<file path="src/rtl/mempool_pkg.sv">
// Cluster-wide DMA types and constants shared by the DMA frontend blocks.
package mempool_pkg;

    localparam int unsigned AddrWidth  = 32;
    localparam int unsigned DmaIdWidth = 8;

    typedef struct packed {
        logic [AddrWidth-1:0] src;
        logic [AddrWidth-1:0] dst;
        logic [AddrWidth-1:0] num_bytes;
    } dma_req_t;

    typedef enum logic [1:0] {
        StIdle,
        StIssue,
        StDrain
    } dma_sched_state_e;

endpackage

</file>
<file path="src/rtl/rr_arb_tree.sv">
// Combinational round-robin pick: first requester at or after rr_i, wrapping.
// The caller owns the priority pointer and any grant hold.
module rr_arb_tree #(
    parameter int unsigned NumIn    = 4,
    parameter bit          LockIn   = 1'b0,
    localparam int unsigned IdxWidth = (NumIn > 1) ? $clog2(NumIn) : 1
) (
    input  logic [IdxWidth-1:0] rr_i,
    input  logic [NumIn-1:0]    req_i,
    input  logic                gnt_i,
    output logic [NumIn-1:0]    gnt_o,
    output logic                req_o,
    output logic [IdxWidth-1:0] idx_o
);

    if (LockIn) begin : gen_lock_unsupported
        $error("rr_arb_tree: LockIn is not supported, hold the grant outside");
    end

    int unsigned         cand;
    logic [IdxWidth-1:0] cand_idx;
    logic                found;

    always_comb begin
        gnt_o    = '0;
        idx_o    = '0;
        found    = 1'b0;
        cand     = 0;
        cand_idx = '0;
        for (int unsigned i = 0; i < NumIn; i++) begin
            cand     = (32'(rr_i) + i) % NumIn;
            cand_idx = IdxWidth'(cand);
            if (!found && req_i[cand_idx]) begin
                found = 1'b1;
                idx_o = cand_idx;
            end
        end
        req_o        = found;
        gnt_o[idx_o] = found & gnt_i;
    end

endmodule

</file>
<file path="src/rtl/mempool_dma_scheduler.sv">
// Shares the cluster DMA frontend between several control masters: round-robin
// accept, transfer-ID stamping, in-flight limiting, completion counting, barrier drain.
module mempool_dma_scheduler #(
    parameter int unsigned NumRequesters  = 4,
    parameter int unsigned MaxOutstanding = 8,
    parameter int unsigned IdWidth        = mempool_pkg::DmaIdWidth,
    parameter type         dma_req_t      = mempool_pkg::dma_req_t,
    localparam int unsigned OutWidth      = $clog2(MaxOutstanding + 1),
    localparam int unsigned IdxWidth      = (NumRequesters > 1) ? $clog2(NumRequesters) : 1
) (
    input  logic                          clk_i,
    input  logic                          rst_i,
    input  dma_req_t [NumRequesters-1:0]  req_i,
    input  logic [NumRequesters-1:0]      req_valid_i,
    output logic [NumRequesters-1:0]      req_ready_o,
    output logic [IdWidth-1:0]            req_id_o,
    output dma_req_t                      dma_req_o,
    output logic                          dma_req_valid_o,
    input  logic                          dma_req_ready_i,
    input  logic                          trans_complete_i,
    input  logic                          barrier_i,
    output logic                          barrier_done_o,
    output logic [IdWidth-1:0]            completed_id_o,
    output logic [OutWidth-1:0]           outstanding_o,
    output logic                          busy_o
);

    import mempool_pkg::*;

    if (NumRequesters < 2) begin : gen_bad_num_requesters
        $error("mempool_dma_scheduler: NumRequesters must be at least 2");
    end
    if (MaxOutstanding < 1) begin : gen_bad_max_outstanding
        $error("mempool_dma_scheduler: MaxOutstanding must be at least 1");
    end
    if ((2 ** IdWidth) <= (2 * MaxOutstanding)) begin : gen_bad_id_width
        $error("mempool_dma_scheduler: IdWidth too narrow for MaxOutstanding");
    end

    localparam logic [OutWidth-1:0] MaxOut  = OutWidth'(MaxOutstanding);
    localparam logic [IdxWidth-1:0] LastIdx = IdxWidth'(NumRequesters - 1);

    dma_sched_state_e    state_q;
    logic [IdxWidth-1:0] rr_q;
    logic [IdWidth-1:0]  next_id_q;
    logic [IdWidth-1:0]  completed_id_q;
    logic [OutWidth-1:0] outstanding_q;
    logic [OutWidth-1:0] outstanding_d;
    dma_req_t            req_q;
    logic                valid_q;
    logic                done_q;
    logic                barrier_served_q;

    logic                barrier_req;
    logic                can_grant;
    logic                arb_req;
    logic [IdxWidth-1:0] arb_idx;
    logic                accept;
    logic                issue_hs;
    logic                complete;

    // A barrier level is served once; it must drop before it counts again.
    assign barrier_req = barrier_i & ~barrier_served_q;

    // In IDLE nothing is pending on the output register, so only outstanding counts.
    assign can_grant = ~rst_i && (state_q == StIdle) && !barrier_req
                       && (outstanding_q < MaxOut);

    rr_arb_tree #(
        .NumIn  (NumRequesters),
        .LockIn (1'b0)
    ) i_rr_arb (
        .rr_i  (rr_q),
        .req_i (req_valid_i),
        .gnt_i (can_grant),
        .gnt_o (req_ready_o),
        .req_o (arb_req),
        .idx_o (arb_idx)
    );

    assign accept   = can_grant & arb_req;
    assign issue_hs = valid_q & dma_req_ready_i;
    // Completions with nothing in flight are dropped so the counter saturates at zero.
    assign complete = trans_complete_i & (outstanding_q != '0);

    always_comb begin
        outstanding_d = outstanding_q;
        if (issue_hs && !complete) begin
            outstanding_d = outstanding_q + OutWidth'(1);
        end else if (!issue_hs && complete) begin
            outstanding_d = outstanding_q - OutWidth'(1);
        end
    end

    always_ff @(posedge clk_i or posedge rst_i) begin
        if (rst_i) begin
            state_q          <= StIdle;
            rr_q             <= '0;
            next_id_q        <= '0;
            completed_id_q   <= '0;
            outstanding_q    <= '0;
            req_q            <= '0;
            valid_q          <= 1'b0;
            done_q           <= 1'b0;
            barrier_served_q <= 1'b0;
        end else begin
            outstanding_q <= outstanding_d;
            done_q        <= 1'b0;
            if (complete) begin
                completed_id_q <= completed_id_q + IdWidth'(1);
            end
            if (!barrier_i) begin
                barrier_served_q <= 1'b0;
            end
            unique case (state_q)
                StIdle: begin
                    if (barrier_req) begin
                        state_q <= StDrain;
                    end else if (accept) begin
                        req_q     <= req_i[arb_idx];
                        valid_q   <= 1'b1;
                        next_id_q <= next_id_q + IdWidth'(1);
                        rr_q      <= (arb_idx == LastIdx) ? '0 : arb_idx + IdxWidth'(1);
                        state_q   <= StIssue;
                    end
                end
                StIssue: begin
                    if (issue_hs) begin
                        valid_q <= 1'b0;
                        state_q <= barrier_req ? StDrain : StIdle;
                    end
                end
                StDrain: begin
                    if (outstanding_d == '0) begin
                        done_q           <= 1'b1;
                        barrier_served_q <= barrier_i;
                        state_q          <= StIdle;
                    end
                end
                default: state_q <= StIdle;
            endcase
        end
    end

    assign req_id_o        = next_id_q;
    assign dma_req_o       = req_q;
    assign dma_req_valid_o = valid_q;
    assign barrier_done_o  = done_q;
    assign completed_id_o  = completed_id_q;
    assign outstanding_o   = outstanding_q;
    assign busy_o          = (outstanding_q != '0) | valid_q;

`ifndef SYNTHESIS
    complete_underflow: assert property (@(posedge clk_i) disable iff (rst_i)
        !(trans_complete_i && (outstanding_q == '0)))
        else $error("trans_complete_i pulsed with nothing outstanding");
`endif

endmodule

</file>
<file path="config.mk">
export PLATFORM = sky130hd
export DESIGN_NAME = mempool_dma_scheduler
export DESIGN_NICKNAME = d
export VERILOG_FILES = /design/src/rtl/mempool_pkg.sv /design/src/rtl/rr_arb_tree.sv /design/src/rtl/mempool_dma_scheduler.sv
export SDC_FILE = /design/constraint.sdc
export NUM_CORES = 1
export LEC_CHECK = 0
export ABC_AREA = 0
export ABC_CLOCK_PERIOD_IN_PS = 7800
export BUFFER_PORTS_ARGS = -buffer_cell sky130_fd_sc_hd__buf_2
export CAP_MARGIN = 20
export CELL_PAD_IN_SITES_DETAIL_PLACEMENT = 1
export CELL_PAD_IN_SITES_GLOBAL_PLACEMENT = 2
export CORE_AREA = 2 2 200 202
export DETAILED_ROUTE_END_ITERATION = 12
export DIE_AREA = 0 0 202 204
export GPL_ROUTABILITY_DRIVEN = 0
export HOLD_SLACK_MARGIN = 0.1
export MAX_ROUTING_LAYER = met4
export PLACE_DENSITY = 0.76
export SLEW_MARGIN = 20
export SYNTH_ARGS = -nofsm -noshare
export SYNTH_HDL_FRONTEND = slang
export SYNTH_HIERARCHICAL = 1
export SYNTH_SLANG_ARGS = --single-unit
</file>
<file path="constraint.sdc">
create_clock -name clk_i -period 7.8 [get_ports clk_i]
set_input_delay 1.95 -clock clk_i [delete_from_list [all_inputs] [get_ports clk_i]]
set_output_delay 1.95 -clock clk_i [all_outputs]
set_load 0.05 [all_outputs]
</file>
==> summary.md, run 1 <==
| Metric | Value |
|---|---|
| Status | `finished clean` |
| Post-synthesis sequential area ratio | `42.0%` |
| Final instance area | `11,100 µm²` |
| Fin nets | `1,371` |
| Final setup violation count | `0` |
| Post-layout util | `28.3%` |
| FMAX | `180 MHz` |
| Setup CP Type | `in2out` |
| Synth Cell Area | `7330 µm²` |
| Initial antenna violation count | `6` |
| Tightest Pin Transition | `0.873 ns` |
| Final global-route overflow total | `0` |
| Reg-to-reg endpoint | `dma_req_o[17]` |
| R2R Path Start | `rr_q[0]` |
| Slew Limit Fails | `0` |
| Worst path required time | `5.85 ns` |
| Clock Sinks | `123` |
| Ys async rst share | `100%` |
| Die Area | `41,200 µm²` |
| Initial core utilization | `18.7%` |
| Worst r2r path cells | `7` |
| First-pass DRT Iterations | `4` |
| I/O pin count | `516` |
| Cell family with most CP delay | `buffers and inverters` |
| Reg clk slew, reported paths | `0.06 ns` |
| Syn Nets | `866` |
| Largest net degree at the start of global routing | `66` |
| CTS resizes | `0` |
| RSZ-0062 raised after global routing | `false` |
| Yosys warns | `6` |
| Area delta synth->final | `51.3%` |
| CP Cell Sequence | `buf_2 > nand2b_1 > a21oi_1 > o32a_2 > buf_4 > and4bb_1 > buf_2` |
| Commonest non-fill, non-tap cell in the layout | `buf_2` |
| Core Area | `39,200 µm²` |
| Post-synth EDFFs | `0` |
| Row Count | `73` |
| Routed vias | `6,528` |
| HP Class | `reg2reg` |
| Final WL | `29,500 µm` |
| Synth Instances | `468` |
| Final period util | `71.3%` |
| Post CTS Setup Buffer Count | `0` |
| Die W | `202 µm` |
| CP max FO | `44` |
| Placed Area | `10,400 µm²` |
| Vias in the first global route | `7,085` |
| Clk_lat worst skew | `0.42 ns` |
| Final hold violations | `0` |
| Hold path depth | `2` |
| Num CTS Buffers | `17` |
| VDD IR max | `0.210 mV` |
| Yosys reg bits | `123` |
| Mean area per synthesized cell | `15.7 µm²` |
| Synth cell types | `48` |
| Endpoint class of the critical path | `output pin` |
| Root buf cell | `clkbuf_16` |
| Hold_ws | `0.477 ns` |
| Crit path buf inv count | `3` |
| Commonest cells after routing, fill and taps aside | `buf_2 (515), dfrtp_1 (123), mux4_2 (96)` |
| Share of cells above drive strength 1 | `74.8%` |
| Max Buffers Root-to-Sink | `2` |
| Power per cell area | `429 nW/µm²` |
| CP max-delay cell | `buf_4` |
| Vias/cell | `4.31` |
| Routed Antenna Nets | `0` |
| Chip height | `204 µm` |
| Final Critical Period | `5.56 ns` |
| HP Start | `dma_req_o[74]` |
| Crit start category | `input pin` |
| WHS Endpoint | `dma_req_o[74]` |
| LEAKAGE | `0.00525 µW` |
| Routed len/inst | `19.5 µm` |
| Port bufs | `515` |
| Max-slew headroom | `41.8%` |
| Main synth FF type | `dfrtp_1` |
| CP max stage delay | `0.48 ns` |
| H-tree levels | `4` |
| Clock Skew | `0.00585 ns` |
| Most used cell along the critical path | `buf_2` |
| HPWL Detailed | `23,900 µm` |
| Setup TNS | `0 ns` |
| CTS tree | `built` |
| Initial drt markers | `265` |
| Max cap viols | `0` |
| CP arrival | `3.61 ns` |
| Fill count | `4,486` |
| Post-route DRC | `0` |
| FF-to-FF setup slack | `4.95 ns` |
| Total track usage | `14.5%` |
| # hold bufs at CTS | `0` |
| First-pass GRT wire length | `43,500 µm` |
[worst register-to-register path, delay by kind of cell, from the launching register on]
family / cells / cell delay (ns)
AOI/OAI and AO/OA: 2 / 0.59
buffers and inverters: 1 / 0.36
DFF: 1 / 0.45
muxes: 2 / 1.00
and+or+nand+nor: 2 / 0.33
[synthesized netlist by cell type, types with 2 or more instances]
master    instances  area (µm²)
clkbuf_1         10        37.5
nor2_1            4        15.0
o21ai_0           5        25.0
a21oi_1           3        15.0
buf_1             2        7.51
buf_4             3        22.5
o31ai_1           2        15.0
a31oi_1           2        12.5
nand2b_1          4        25.0
nand3_1           8        40.0
nor3_1            2        10.0
and2_1            4        25.0
mux2_2           81         912
dfrtp_1         123        3080
inv_1             6        22.5
buf_6            11         124
nand4_1           5        31.3
and3_1            2        12.5
xor2_1            3        26.3
and4b_1           2        20.0
o211ai_1          2        15.0
mux2_1           15         169
xnor2_1          14         123
mux4_2           96        2160
ha_1              5        62.6
nor4_1            2        12.5
nand2_1          22        82.6
buf_2            10        50.1
[sequential cells by signal, summed over array words and instances, names as in the netlist, 2 cells and up]
register        count
completed_id_o      8
dma_req_o          96
state_q             2
rr_q                2
req_id_o            8
outstanding_o       4
[per-layer routing]
layer	GRT usage, %	up-vias	share of wire (%)
met3	4.54	34	7.9
li1	-	2870	-
met2	24.9	344	51
met1	16.3	3280	39
met4	4.31	0	2.2
met5	-	-	0
[how the worst max path moves through the flow]
stage | from | end | slack, ns | cells past startpoint
floorplan | req_valid_i[2] | req_ready_o[1] | 2.21 | 4
global placement | req_valid_i[1] | req_ready_o[3] | 2.28 | 7
detailed placement | req_valid_i[1] | req_ready_o[3] | 2.22 | 7
CTS | req_valid_i[1] | req_ready_o[3] | 2.22 | 7
global route | req_valid_i[1] | req_ready_o[3] | 2.15 | 7
finish | req_valid_i[1] | req_ready_o[3] | 2.24 | 7
[metrics by stage]
stage	instances	setup WS [ns]	total power, µW
2_1_floorplan	468	2.21	3210
3_3_place_gp	1479	2.28	3870
3_5_place_dp	1479	2.22	3910
4_1_cts	1511	2.22	4850
5_1_grt	1515	2.15	5030
6_report	1515	2.24	4760
[power breakdown]
group          switching, µW  internal (µW)  leakage (µW)
Sequential               194            934       0.00151
Combinational           1740            990       0.00342
Clock                    319            587      0.000316
[cells by family after synthesis]
family	count (synthesis)	share of synthesized area (%)
fa+ha+maj	5	0.853
flops	123	42.0
xor+xnor	17	2.03
compound gates	21	1.96
mux	193	44.4
simple gates	67	5.20
buf+inv	42	3.60
[layout make-up]
| cell class | instances | area [µm²] | share of cell area [%] |
|---|---|---|---|
| inverters | 6 | 27.5 | 0.248 |
| flip-flops and latches | 123 | 3080 | 27.7 |
| multi-input cells | 303 | 4000 | 36.1 |
| well taps | 525 | 657 | 5.92 |
| clock buffers | 19 | 453 | 4.08 |
| diodes | 4 | 10.0 | 0.0902 |
| repair buffers | 522 | 2660 | 23.9 |
| clock inverters | 13 | 213 | 1.92 |
Note: power is estimated with default switching activity, not from simulation.
==> run 2: changes to the inputs <==
--- a/config.mk
+++ b/config.mk
@@ -6,18 +6,18 @@
 export NUM_CORES = 1
 export LEC_CHECK = 0
 export ABC_AREA = 0
-export ABC_CLOCK_PERIOD_IN_PS = 7800
+export ABC_CLOCK_PERIOD_IN_PS = 5500
 export BUFFER_PORTS_ARGS = -buffer_cell sky130_fd_sc_hd__buf_2
 export CAP_MARGIN = 20
 export CELL_PAD_IN_SITES_DETAIL_PLACEMENT = 1
 export CELL_PAD_IN_SITES_GLOBAL_PLACEMENT = 2
-export CORE_AREA = 2 2 200 202
+export CORE_AREA = 2 2 202 204
 export DETAILED_ROUTE_END_ITERATION = 12
-export DIE_AREA = 0 0 202 204
+export DIE_AREA = 0 0 204 206
 export GPL_ROUTABILITY_DRIVEN = 0
 export HOLD_SLACK_MARGIN = 0.1
 export MAX_ROUTING_LAYER = met4
-export PLACE_DENSITY = 0.76
+export PLACE_DENSITY = 0.75
 export SLEW_MARGIN = 20
 export SYNTH_ARGS = -nofsm -noshare
 export SYNTH_HDL_FRONTEND = slang
==> constraint.sdc (replaced) <==
create_clock -name clk_i -period 5.5 [get_ports clk_i]
set_input_delay 1.375 -clock clk_i [delete_from_list [all_inputs] [get_ports clk_i]]
set_output_delay 1.375 -clock clk_i [all_outputs]
set_load 0.05 [all_outputs]
==> run 2 against run 1 <==
- critical path depth down 1
- hold slack worse by 0.013 ns
- sequential power up 42%
- first-iteration DRC count down 9.1%
==> summary.md, run 2 (synthesized netlist as in run 1, its figures left out) <==
| Metric | Value |
|---|---|
| Status | `finished clean` |
| Worst path required time | `4.12 ns` |
| Row Count | `74` |
| Num CTS Buffers | `17` |
| Area delta synth->final | `51.2%` |
| Setup TNS | `0 ns` |
| CP max FO | `5` |
| Post-route DRC | `0` |
| First-pass DRT Iterations | `7` |
| Final Critical Period | `4.20 ns` |
| Commonest cells after routing, fill and taps aside | `buf_2 (515), dfrtp_1 (123), mux4_2 (96)` |
| Overall Power | `6660 µW` |
| First-pass GRT wire length | `41,900 µm` |
| Clock Sinks | `123` |
| CTS resizes | `0` |
| RSZ-0062 raised after global routing | `false` |
| Max-slew headroom | `45.0%` |
| Vias/cell | `4.25` |
| Crit start category | `input pin` |
| Initial antenna violation count | `7` |
| Clk_lat worst skew | `0.43 ns` |
| Reg clk slew, reported paths | `0.06 ns` |
| CP arrival | `2.82 ns` |
| VDD IR max | `0.239 mV` |
| Initial drt markers | `241` |
| Routed vias | `6,483` |
| Clock Skew | `0.0158 ns` |
| Power per cell area | `601 nW/µm²` |
| Final global-route overflow total | `0` |
| Post-layout util | `27.6%` |
| Initial core utilization | `18.2%` |
| Post CTS Setup Buffer Count | `0` |
| Vias in the first global route | `7,080` |
| Setup CP Type | `in2out` |
| Total track usage | `13.8%` |
| FMAX | `238 MHz` |
| Die Area | `42,000 µm²` |
| Largest net degree at the start of global routing | `58` |
| Root buf cell | `clkbuf_16` |
| Port bufs | `515` |
| Fin nets | `1,373` |
| Finished Layout Cells | `1,524` |
| Endpoint class of the critical path | `output pin` |
| Routed len/inst | `19.1 µm` |
| Max Buffers Root-to-Sink | `2` |
| Final hold violations | `0` |
| # hold bufs at CTS | `0` |
| Die W | `204 µm` |
| Routed Antenna Nets | `0` |
| Tightest Pin Transition | `0.824 ns` |
| Share of cells above drive strength 1 | `74.8%` |
| I/O pin count | `516` |
| Max FFs per register | `96` |
| Max cap viols | `0` |
| Final setup violation count | `0` |
| Cells after DPL | `1,488` |
| Final instance area | `11,100 µm²` |
| Placed Area | `10,500 µm²` |
| Core Area | `40,200 µm²` |
| Commonest non-fill, non-tap cell in the layout | `buf_2` |
| Final WL | `29,100 µm` |
| Chip height | `206 µm` |
| Slew Limit Fails | `0` |
| CTS tree | `built` |
| LEAKAGE | `0.00526 µW` |
| HP Class | `reg2reg` |
| H-tree levels | `4` |
| Final period util | `76.3%` |
| HPWL Detailed | `23,700 µm` |
## run 2: metal layers
metal	part of all wire [%]	global-route usage, %
met5	0	-
met4	2.0	5.59
met2	52	23.4
met1	39	15.7
met3	7.3	3.42
## run 2: per-stage QoR
step / setup WS [ns] / hold WS [ns]
2_1_floorplan: 0.854 / 0.438
5_1_grt: 1.27 / 0.498
4_1_cts: 1.30 / 0.476
6_report: 1.30 / 0.464
3_5_place_dp: 1.30 / 0.457
3_3_place_gp: 1.31 / 0.458
## run 2: cell type report
cell class,instances,area [µm²]
multi-input cells,303,4000
diodes,4,10.0
inverters,6,27.5
clock inverters,10,139
fillers,4594,29100
clock buffers,22,484
flip-flops and latches,123,3080
well taps,532,666
repair buffers,524,2680
## run 2: report_power, final
group	total (µW)	switching [µW]	internal, µW
Clock	1190	435	760
Sequential	1610	284	1320
Combinational	3860	2450	1410
Total	6660	3170	3490
## run 2: path summary, 6_finish.rpt
kind                                      from             end  slack (ns)  cells past startpoint
min in group asynchronous                rst_i   dma_req_o[51]        1.00                      2
max in group asynchronous                rst_i    dma_req_o[9]        3.57                      3
worst max-delay path            req_valid_i[2]  req_ready_o[3]        1.30                      6
worst min register to register     req_id_o[7]     req_id_o[7]        0.46                      1
worst max register to register         rr_q[0]   dma_req_o[16]        2.69                      7
worst min-delay path               req_id_o[7]     req_id_o[7]        0.46                      1
## run 2: critical path, cell delays in order
cell      delay [ns]
buf_2           0.12
nor2b_4         0.12
a21o_1          0.15
a221o_1         0.45
and4bb_1        0.34
buf_2           0.26
==> run 3: changes to the inputs <==
--- a/config.mk
+++ b/config.mk
@@ -6,7 +6,7 @@
 export NUM_CORES = 1
 export LEC_CHECK = 0
 export ABC_AREA = 0
-export ABC_CLOCK_PERIOD_IN_PS = 5500
+export ABC_CLOCK_PERIOD_IN_PS = 4200
 export BUFFER_PORTS_ARGS = -buffer_cell sky130_fd_sc_hd__buf_2
 export CAP_MARGIN = 20
 export CELL_PAD_IN_SITES_DETAIL_PLACEMENT = 1
==> constraint.sdc (replaced) <==
create_clock -name clk_i -period 4.2 [get_ports clk_i]
set_input_delay 1.05 -clock clk_i [delete_from_list [all_inputs] [get_ports clk_i]]
set_output_delay 1.05 -clock clk_i [all_outputs]
set_load 0.05 [all_outputs]
==> run 3 against run 2 <==
- die area stayed put
- sequential power rose by 31%
- register-to-register slack lost 1.2 ns
- sequential share of layout area decreased by 0.12 points
- wire length grew 0.27%
- sequential cell count is the same
- combinational power rose by 31%
- setup slack got worse by 0.60 ns
- first-iteration DRC count rose by 8.3%
- final cell count hardly changed
- power rose by 33%
- hold slack better by 0.015 ns
==> summary.md, run 3 (synthesized netlist as in run 1, its figures left out) <==
| Metric | Value |
|---|---|
| Reg clk slew, reported paths | `0.06 ns` |
| Slew Limit Fails | `0` |
| Max-slew headroom | `44.1%` |
| Largest net degree at the start of global routing | `69` |
| Vias/cell | `4.26` |
| Commonest non-fill, non-tap cell in the layout | `buf_2` |
| H-tree levels | `4` |
| Register area | `3080 µm²` |
| CP Cell Sequence | `buf_2 > nor2b_4 > a21o_1 > a221o_1 > and4bb_1 > buf_2` |
| Worst path required time | `3.15 ns` |
| Clk pwr share | `19.2%` |
| Final Critical Period | `3.49 ns` |
| Post-route DRC | `0` |
| Num CTS Buffers | `17` |
| Commonest cells after routing, fill and taps aside | `buf_2 (515), dfrtp_1 (123), mux4_2 (96)` |
| Post CTS Setup Buffer Count | `0` |
| Crit start category | `input pin` |
| Initial drt markers | `261` |
| Sequential Power Share | `23.8%` |
| Routed Antenna Nets | `0` |
| First-pass GRT wire length | `41,700 µm` |
| Power share of the combinational group | `56.9%` |
| Final WL | `29,100 µm` |
| Final setup violation count | `0` |
| Fill count | `4,578` |
| Setup TNS | `0 ns` |
| Die Area | `42,000 µm²` |
| Max FFs per register | `96` |
| RSZ-0062 raised after global routing | `false` |
| Port bufs | `515` |
| I/O pin count | `516` |
| Fin nets | `1,372` |
| First-pass DRT Iterations | `4` |
| Most used cell along the critical path | `buf_2` |
| Initial antenna violation count | `5` |
| HP Class | `reg2reg` |
| CP max-delay cell | `a221o_1` |
| Total track usage | `14.0%` |
| Final period util | `83.1%` |
| Root buf cell | `clkbuf_16` |
| Share of cells above drive strength 1 | `74.8%` |
| WL met3 | `2550 µm` |
| Chip height | `206 µm` |
| Cell family with most CP delay | `compound AO/OA/AOI/OAI gates` |
| Crit path buf inv count | `2` |
| VDD IR max | `0.319 mV` |
| Clock Skew | `0.00722 ns` |
| Row Count | `74` |
| M1 WL | `10,900 µm` |
| Sw frac | `47.0%` |
| Clk_lat worst skew | `0.45 ns` |
| Vias in the first global route | `7,002` |
| CP arrival | `2.44 ns` |
| Core Area | `40,200 µm²` |
| Met2 routed WL | `15,100 µm` |
| LEAKAGE | `0.00527 µW` |
| Max layer used | `met4` |
| Internal power | `4690 µW` |
| CP max stage delay | `0.42 ns` |
| FMAX | `286 MHz` |
| Status | `finished clean` |
| Tightest Pin Transition | `0.839 ns` |
| CTS tree | `built` |
| HPWL Detailed | `23,500 µm` |
| Clock Sinks | `123` |
| CP max FO | `5` |
| CTS resizes | `0` |
| Overall Power | `8850 µW` |
| Setup slack after placement | `0.683 ns` |
| Psw | `4160 µW` |
| Max Buffers Root-to-Sink | `2` |
| Endpoint class of the critical path | `output pin` |
| Die W | `204 µm` |
| Routed vias | `6,486` |
| Setup CP Type | `in2out` |
| Max cap viols | `0` |
| # hold bufs at CTS | `0` |
| Final hold violations | `0` |
| Final WS setup | `0.709 ns` |
| Multi-input logic area | `4000 µm²` |
| Initial core utilization | `18.2%` |
| Final global-route overflow total | `0` |
| Routed len/inst | `19.1 µm` |
| Power per cell area | `795 nW/µm²` |
| Area delta synth->final | `51.9%` |
-- run 3: cell types whose count changed in the layout (fill, tap and decap cells not counted) --
cell        delta
buf_12         +1
buf_4          -2
bufinv_16      +2
clkinv_2       -1
clkinv_4       -2
clkinvlp_4     +1
-- run 3: per-stage QoR --
| step | hold WS (ns) | util [%] | instances | instance area, µm² |
|---|---|---|---|---|
| after floorplan | 0.438 | - | 468 | 7340 |
| after global placement | 0.458 | 26.0 | 1487 | 10500 |
| after detailed placement | 0.463 | 26.0 | 1487 | 10500 |
| after CTS | 0.479 | 27.7 | 1519 | 11100 |
| after global routing | 0.503 | 27.7 | 1521 | 11100 |
| final | 0.479 | 27.7 | 1523 | 11100 |
-- run 3: worst min-delay path, cell delays in order, from the launching register on --
cell and delay, ns:
dfrtp_1 0.34, nand2_1 0.05, o31ai_1 0.06
-- run 3: path summary, 6_finish.rpt --
kind	end	slack [ns]	start	cells past startpoint
max	req_ready_o[3]	0.71	req_valid_i[2]	6
min in group asynchronous	barrier_served_q	0.71	rst_i	3
max reg2reg	dma_req_o[8]	1.51	rr_q[0]	7
min	barrier_served_q	0.48	barrier_served_q	2
max in group asynchronous	dma_req_o[23]	2.79	rst_i	3
min reg2reg	barrier_served_q	0.48	barrier_served_q	2
-- run 3: cell type report --
type	count	share of cell area, %
diodes	4	0.0899
clock buffers	22	4.35
clock inverters	10	1.66
inverters	6	0.236
multi-input cells	303	35.9
flip-flops and latches	123	27.6
well taps	532	5.98
repair buffers	523	24.1
-- run 3: routing by layer --
| layer | GRT usage (%) | up-vias |
|---|---|---|
| met1 | 15.4 | 3247 |
| met4 | 5.33 | 0 |
| met3 | 4.64 | 28 |
| met2 | 23.4 | 333 |
| li1 | - | 2878 |
| met5 | - | - |
-- run 3: power groups by stage --
stage / Combinational [µW] / Sequential, µW / Clock (µW)
after floorplan: 2060 / 3910 / 0
after global placement: 5050 / 2100 / 0
after detailed placement: 5120 / 2140 / 0
after CTS: 5120 / 2120 / 1770
after global routing: 5360 / 2200 / 1810
final: 5040 / 2110 / 1700
